[config.mk]
export PLATFORM = sky130hd
export DESIGN_NAME = pc_sequencer
export DESIGN_NICKNAME = d
export VERILOG_FILES = /design/src/rtl/pc_sequencer_pkg.sv /design/src/rtl/jump_target_gen.sv /design/src/rtl/pc_sequencer.sv
export SDC_FILE = /design/constraint.sdc
export NUM_CORES = 1
export LEC_CHECK = 0
export ABC_AREA = 1
export BUFFER_PORTS_ARGS = -buffer_cell sky130_fd_sc_hd__buf_2
export CAP_MARGIN = 20
export CELL_PAD_IN_SITES_DETAIL_PLACEMENT = 0
export CELL_PAD_IN_SITES_GLOBAL_PLACEMENT = 1
export CORE_AREA = 2 2 137 139
export CTS_CLUSTER_SIZE = 8
export DETAILED_ROUTE_END_ITERATION = 12
export DIE_AREA = 0 0 139 141
export PLACE_DENSITY_LB_ADDON = 0.1
export SYNTH_ARGS = -nofsm -noshare
export SYNTH_HDL_FRONTEND = slang
export SYNTH_SLANG_ARGS = --single-unit
[constraint.sdc]
create_clock -name clk -period 3 [get_ports clk]
set_input_delay 0.6 -clock clk [delete_from_list [all_inputs] [get_ports clk]]
set_output_delay 0.6 -clock clk [all_outputs]
set_load 0.01 [all_outputs]
[src/rtl/pc_sequencer_pkg.sv]
// Shared definitions for the fetch-side PC sequencer: FSM encoding,
// jump opcode constants and the default reset PC.
package pc_sequencer_pkg;

  typedef enum logic [1:0] {
    ST_BOOT = 2'd0,
    ST_RUN  = 2'd1,
    ST_HALT = 2'd2
  } state_e;

  localparam logic [5:0]  OPCODE_J     = 6'h02;
  // JR is R-type; this is its funct-field code.
  localparam logic [5:0]  OPCODE_JR    = 6'h08;
  localparam logic [31:0] RESET_PC_DEF = 32'h0000_0000;

endpackage

[src/rtl/jump_target_gen.sv]
// Combinational redirect-target builder: J-type and branch targets,
// both relative to pc_plus4 (delay-slot PC), not the fetch PC.
module jump_target_gen
  import pc_sequencer_pkg::*;
(
  input  logic [31:0] pc_plus4_i,
  input  logic [25:0] jump_index_i,
  input  logic [15:0] branch_offset_i,
  output logic [31:0] jump_tgt_o,
  output logic [31:0] branch_tgt_o
);

  assign jump_tgt_o   = {pc_plus4_i[31:28], jump_index_i, 2'b00};
  assign branch_tgt_o = pc_plus4_i + {{14{branch_offset_i[15]}}, branch_offset_i, 2'b00};

endmodule

[src/rtl/pc_sequencer.sv]
// Fetch PC sequencer: holds the PC, offers it to instruction memory over
// valid/ready, and resolves sequential / branch / jump / jr redirects.
module pc_sequencer
  import pc_sequencer_pkg::*;
#(
  parameter logic [31:0] RESET_PC = RESET_PC_DEF,
  parameter int          ADDR_W   = 32
) (
  input  logic              clk,
  input  logic              reset,
  input  logic              stall,
  input  logic              jr_req,
  input  logic [ADDR_W-1:0] jr_target,
  input  logic              jump_req,
  input  logic [25:0]       jump_index,
  input  logic              branch_req,
  input  logic [15:0]       branch_offset,
  input  logic              imem_ready,
  output logic [ADDR_W-1:0] pc,
  output logic              pc_valid,
  output logic [ADDR_W-1:0] pc_plus4,
  output logic              redirect_pend,
  output logic              align_err
);

  state_e            state_q, state_d;
  logic [ADDR_W-1:0] pc_q, pc_d;
  logic [ADDR_W-1:0] pend_tgt_q, pend_tgt_d;
  logic              pend_q, pend_d;
  logic              align_q, align_d;

  logic [ADDR_W-1:0] jump_tgt, branch_tgt, req_tgt;
  logic              run, accept, req, jr_bad;

  assign pc_plus4 = pc_q + 32'd4;

  jump_target_gen u_tgt (
    .pc_plus4_i      (pc_plus4),
    .jump_index_i    (jump_index),
    .branch_offset_i (branch_offset),
    .jump_tgt_o      (jump_tgt),
    .branch_tgt_o    (branch_tgt)
  );

  assign run     = (state_q == ST_RUN);
  assign accept  = run & imem_ready & ~stall;
  assign req     = run & (jr_req | jump_req | branch_req);
  assign jr_bad  = run & jr_req & (jr_target[1:0] != 2'b00);
  assign req_tgt = jr_req ? jr_target : (jump_req ? jump_tgt : branch_tgt);

  always_comb begin
    state_d    = state_q;
    pc_d       = pc_q;
    pend_d     = pend_q;
    pend_tgt_d = pend_tgt_q;
    align_d    = align_q;
    unique case (state_q)
      ST_BOOT: state_d = ST_RUN;
      ST_RUN: begin
        if (jr_bad) begin
          // Misaligned jr is fatal: freeze the PC and drop any pending redirect.
          state_d = ST_HALT;
          align_d = 1'b1;
          pend_d  = 1'b0;
        end else if (accept) begin
          if (req)         pc_d = req_tgt;
          else if (pend_q) pc_d = pend_tgt_q;
          else             pc_d = pc_plus4;
          pend_d = 1'b0;
        end else if (req) begin
          // Latest request wins over whatever is already latched.
          pend_tgt_d = req_tgt;
          pend_d     = 1'b1;
        end
      end
      ST_HALT: ;
      default: state_d = ST_BOOT;
    endcase
  end

  always_ff @(posedge clk) begin
    if (reset) begin
      state_q    <= ST_BOOT;
      pc_q       <= RESET_PC;
      pend_tgt_q <= '0;
      pend_q     <= 1'b0;
      align_q    <= 1'b0;
    end else begin
      state_q    <= state_d;
      pc_q       <= pc_d;
      pend_tgt_q <= pend_tgt_d;
      pend_q     <= pend_d;
      align_q    <= align_d;
    end
  end

  assign pc            = pc_q;
  assign pc_valid      = run;
  assign redirect_pend = pend_q;
  assign align_err     = align_q;

endmodule
==> results.txt <==
The run finished with clean final reports. Setup repair after global routing could not meet its margin everywhere. The setup-violating endpoint count in the final report came out at 0. The TritonCTS clock tree is yes. The maximum buffer depth of the clock tree is 2.

The max-slew violation total from the final report was 0. In this run the vertical extent of the chip is roughly 140 um. The final design utilization came out at 0.583. The residual antenna-violating net count after detailed routing is 0. After detailed routing, the total wire length is approximately 30 mm. The type of the worst min-delay path is flip-flop to flip-flop. For this configuration, the core starts out at a cell density of 0.371. The synthesized netlist cell count is ~1.1k. Summed over all cells, the static leakage comes to ~5.5 nW.

The overall power consumption is 0.00319 W. The number of H-tree levels is 3. The aggregate global-route resource usage came out at 0.283. The final cycle utilization of the critical path is 0.969.

The die is roughly 140 um wide. The slew at the pin closest to its max-slew limit came out at 0.963 ns. STA classifies the critical path startpoint as a flip-flop. The clock latency reported for the late side of the worst-skew pair is ~0.35 ns. The area growth from synthesis to layout is 57.3%.

The initial antenna violation count came to 1. The startpoint identified for the worst register-to-register timing path is pc[2]$_SDFFE_PP0P_. The sequential element share of the synthesized area came out at 0.201. The signal on the critical path passes through buf_6, inv_4, nor2_4, nand2_4, buf_4, nor2_8, nand3_2, xor2_1, inv_2, ha_4, nand2_2, buf_4, nor2_4, nand2_2, nor2_1, nand2_1, nand3_1, nand2_1, nand3_1, nand3_1, nand2_1, a21oi_2.

The maximum clock rate came out at between 300 and 400 MHz. The number of nets at the end of the flow came out at about 1.6k. The worst setup path is captured at a flip-flop. Of the cells placed in the final design, the portion with a size suffix greater than 1 is 0.448. Dividing the synthesized area by the synthesized cell count gives between 5 and 6 um^2.

The flip-flop and latch count after synthesis is 68. The filler cell count in the final layout came out at approximately 1.9k. The die area is slightly below 20,000 um^2. The global-route wire length before repair is between 40 and 50 mm. The number of distinct library cells after synthesis is 49. The wire-length estimate of the detail-placed layout is about 22 mm. Counting buffers and inverters, the worst setup path is 22 cells deep. The number of DRC violations after detailed routing came out at 0. In the synthesized netlist, the cells that appear most often are 314 x sky130_fd_sc_hd__nand2_1, 149 x sky130_fd_sc_hd__inv_1, 108 x sky130_fd_sc_hd__nand3_1.

Of all flip-flops after synthesis, the portion carrying an async set or reset was 0. The sum of buffers and inverters on the critical path is 5. The portion of synthesized cell area occupied by the leading cell type is 0.201. The detail-routed net length per standard cell is roughly 17 um. The max-cap violation count is 0.

The count of port buffers added during placement is between 100 and 150. The count of endpoints failing hold in the final timing report is 0. sky130_fd_sc_hd__nand2_1 is the most common cell in the netlist. For this design the top-level I/O count stands at roughly 150. The total via count in the routed design is 8,603.

The data arrival time of the critical path is 3.12 ns. The routed design could run at a clock period as short as approximately 2.9 ns. The ratio of routed vias to standard cells came out at around 5.1. In this run the power density over the cells is ~300 nW/um^2.

The via count of the first global-routing pass is around 8.0k. The critical path class is flip-flop to flip-flop. The number of stages on the worst hold path is 2.

The pin count of the biggest net entering global routing came out at ~40. After synthesis, the cell types taking the most area are sky130_fd_sc_hd__dfxtp_1 20%, sky130_fd_sc_hd__nand2_1 17%, sky130_fd_sc_hd__inv_1 8.3%, sky130_fd_sc_hd__nand3_1 8.0%, sky130_fd_sc_hd__a21oi_1 6.9%. The floorplan has 50 rows. Counting cells, the worst reg-to-reg path comes to 22. The highest net fanout along the worst path came out at 4. The count of hold buffers inserted by post-cts repair is 0. Clock tree synthesis selected as its root buffer the cell sky130_fd_sc_hd__clkbuf_16.

The count of flip-flops with a built-in enable after synthesis is 0. The total number of yosys warnings is 0. The starting DRC count in detailed routing is around 520. The TritonCTS sink count came out at 68. The worst supply voltage drop on vdd came out at approximately 0.28 mV. In the synthesized netlist the dominant register cell turns out to be sky130_fd_sc_hd__dfxtp_1. The startpoint identified for the worst hold timing path is pend_tgt_q[0]$_SDFFE_PP0P_. The clock slew seen by the registers of the worst setup and hold paths came out at approximately 0.060 ns. The highest-delay cell along the critical path is sky130_fd_sc_hd__dfxtp_4. The worst setup path startpoint is pc[2]$_SDFFE_PP0P_. The synthesized design spends more area on one cell type than any other, namely sky130_fd_sc_hd__dfxtp_1.

The number of inserted diodes came out at 0. The core box area is 18,300 um^2. The number of nets in the synthesized netlist is 1,252. At the worst endpoint, the required time is 3.21 ns. The number of optimization iterations in the first detailed-route pass came out at 5. The clock tree skew after final layout is 0.0132 ns.

The final RePlAce weighted congestion came out at 0.953. The summed instance area of the synthesized netlist is around 6800 um^2. Buffers inserted during clock tree synthesis total 9. Broken down by cell family, the worst path's largest delay share belongs to simple AND/OR/NAND/NOR gates. The worst max-slew margin expressed relative to the limit came out at 0.358.

After global routing the overflow that remains totals 0. The worst stage delay on the critical path is 0.37 ns.
## stage by stage
step / hold slack, ns / setup TNS [ns] / instances / area [um^2] / setup WS, ns
2_1_floorplan: 0.440 / 0 / 1134 / 6770 / 0.148
3_3_place_gp: 0.453 / -4.37 / 1649 / 8940 / -0.253
3_5_place_dp: 0.459 / -4.29 / 1649 / 8940 / -0.252
4_1_cts: 0.467 / -0.0379 / 1670 / 9590 / -0.0167
5_1_grt: 0.501 / -1.42 / 1696 / 10600 / -0.0900
6_report: 0.466 / 0 / 1696 / 10600 / 0.0923
## final cells by class
| type | count | area (um^2) | area share |
|---|---|---|---|
| timing repair buffer | 353 | 2320 | 0.218 |
| tap | 234 | 293 | 0.0275 |
| clock inverter | 7 | 101 | 0.00952 |
| inverter | 168 | 641 | 0.0602 |
| sequential | 68 | 1410 | 0.132 |
| multi-input combinational | 857 | 5660 | 0.531 |
| clock buffer | 9 | 225 | 0.0211 |
## cells by family after synthesis
family | count (synthesis) | synth area share
AOI/OAI and AO/OA | 210 | 0.185
xor gates and xnor gates | 21 | 0.0294
adders and majority gates | 37 | 0.0695
buffers and inverters | 209 | 0.120
DFF | 68 | 0.201
and+or+nand+nor | 589 | 0.394
## layout by cell type, fill, tap and decap left out, types with 10 or more instances in the layout
master                     synthesis  final
sky130_fd_sc_hd__a22o_1           16     16
sky130_fd_sc_hd__dfxtp_1          68     47
sky130_fd_sc_hd__a21oi_1          94     70
sky130_fd_sc_hd__inv_1           149    140
sky130_fd_sc_hd__nor2_2            6     19
sky130_fd_sc_hd__a21oi_2           3     25
sky130_fd_sc_hd__nor2_1           88     64
sky130_fd_sc_hd__buf_2            11    147
sky130_fd_sc_hd__o211ai_1         28     28
sky130_fd_sc_hd__ha_4              0     28
sky130_fd_sc_hd__nand3_2           5     36
sky130_fd_sc_hd__dfxtp_2           0     13
sky130_fd_sc_hd__nand3_1         108     74
sky130_fd_sc_hd__inv_2            12     22
sky130_fd_sc_hd__nand2_1         314    257
sky130_fd_sc_hd__o21ai_0          42     35
sky130_fd_sc_hd__nor2_4            7     18
sky130_fd_sc_hd__nand2_2          15     64
sky130_fd_sc_hd__buf_4             4    197
sky130_fd_sc_hd__nand2_4           2     10
## worst paths after layout
check	slack [ns]	end
worst max-delay path	0.09	pc[26]$_SDFFE_PP0P_
worst min-delay path	0.47	pend_tgt_q[0]$_SDFFE_PP0P_
worst max register to register	0.09	pc[26]$_SDFFE_PP0P_
worst min register to register	0.47	pend_tgt_q[0]$_SDFFE_PP0P_
## repair_timing
| action | 4_1_cts | 5_1_grt |
|---|---|---|
| buffers inserted | 5 | 26 |
| gates resized for setup | 72 | 212 |
| pin swaps | 13 | 101 |
| setup endpoints to repair | 39 | 45 |
## power by group
part	switching [W]	internal, W
Clock	0.000456	0.000732
Sequential	0.0000380	0.000963
Combinational	0.000591	0.000412
## sequential cells by signal, summed over array words and instances (netlist names)
signal         flops
state_q            2
pc                32
align_err          1
redirect_pend      1
pend_tgt_q        32
## worst register-to-register path, delay by kind of cell (launching register included)
| family | cells | cell delay, ns |
|---|---|---|
| XOR/XNOR | 1 | 0.18 |
| AO/OA/AOI/OAI | 1 | 0.06 |
| AND/OR/NAND/NOR | 14 | 1.30 |
| flip-flops | 1 | 0.37 |
| buffers and inverters | 5 | 0.56 |
| adder cells (fa/ha/maj) | 1 | 0.29 |
## layer usage
metal / routed length [um] / vias to the layer above / track usage
met2: 14400 / 258 / 0.508
met3: 1390 / 44 / 0.0445
met4: 1060 / 0 / 0.0941
met1: 12300 / 3966 / 0.346
met5: 0 / - / 0
li1: - / 4335 / -
Power figures use the tool's default switching activity.
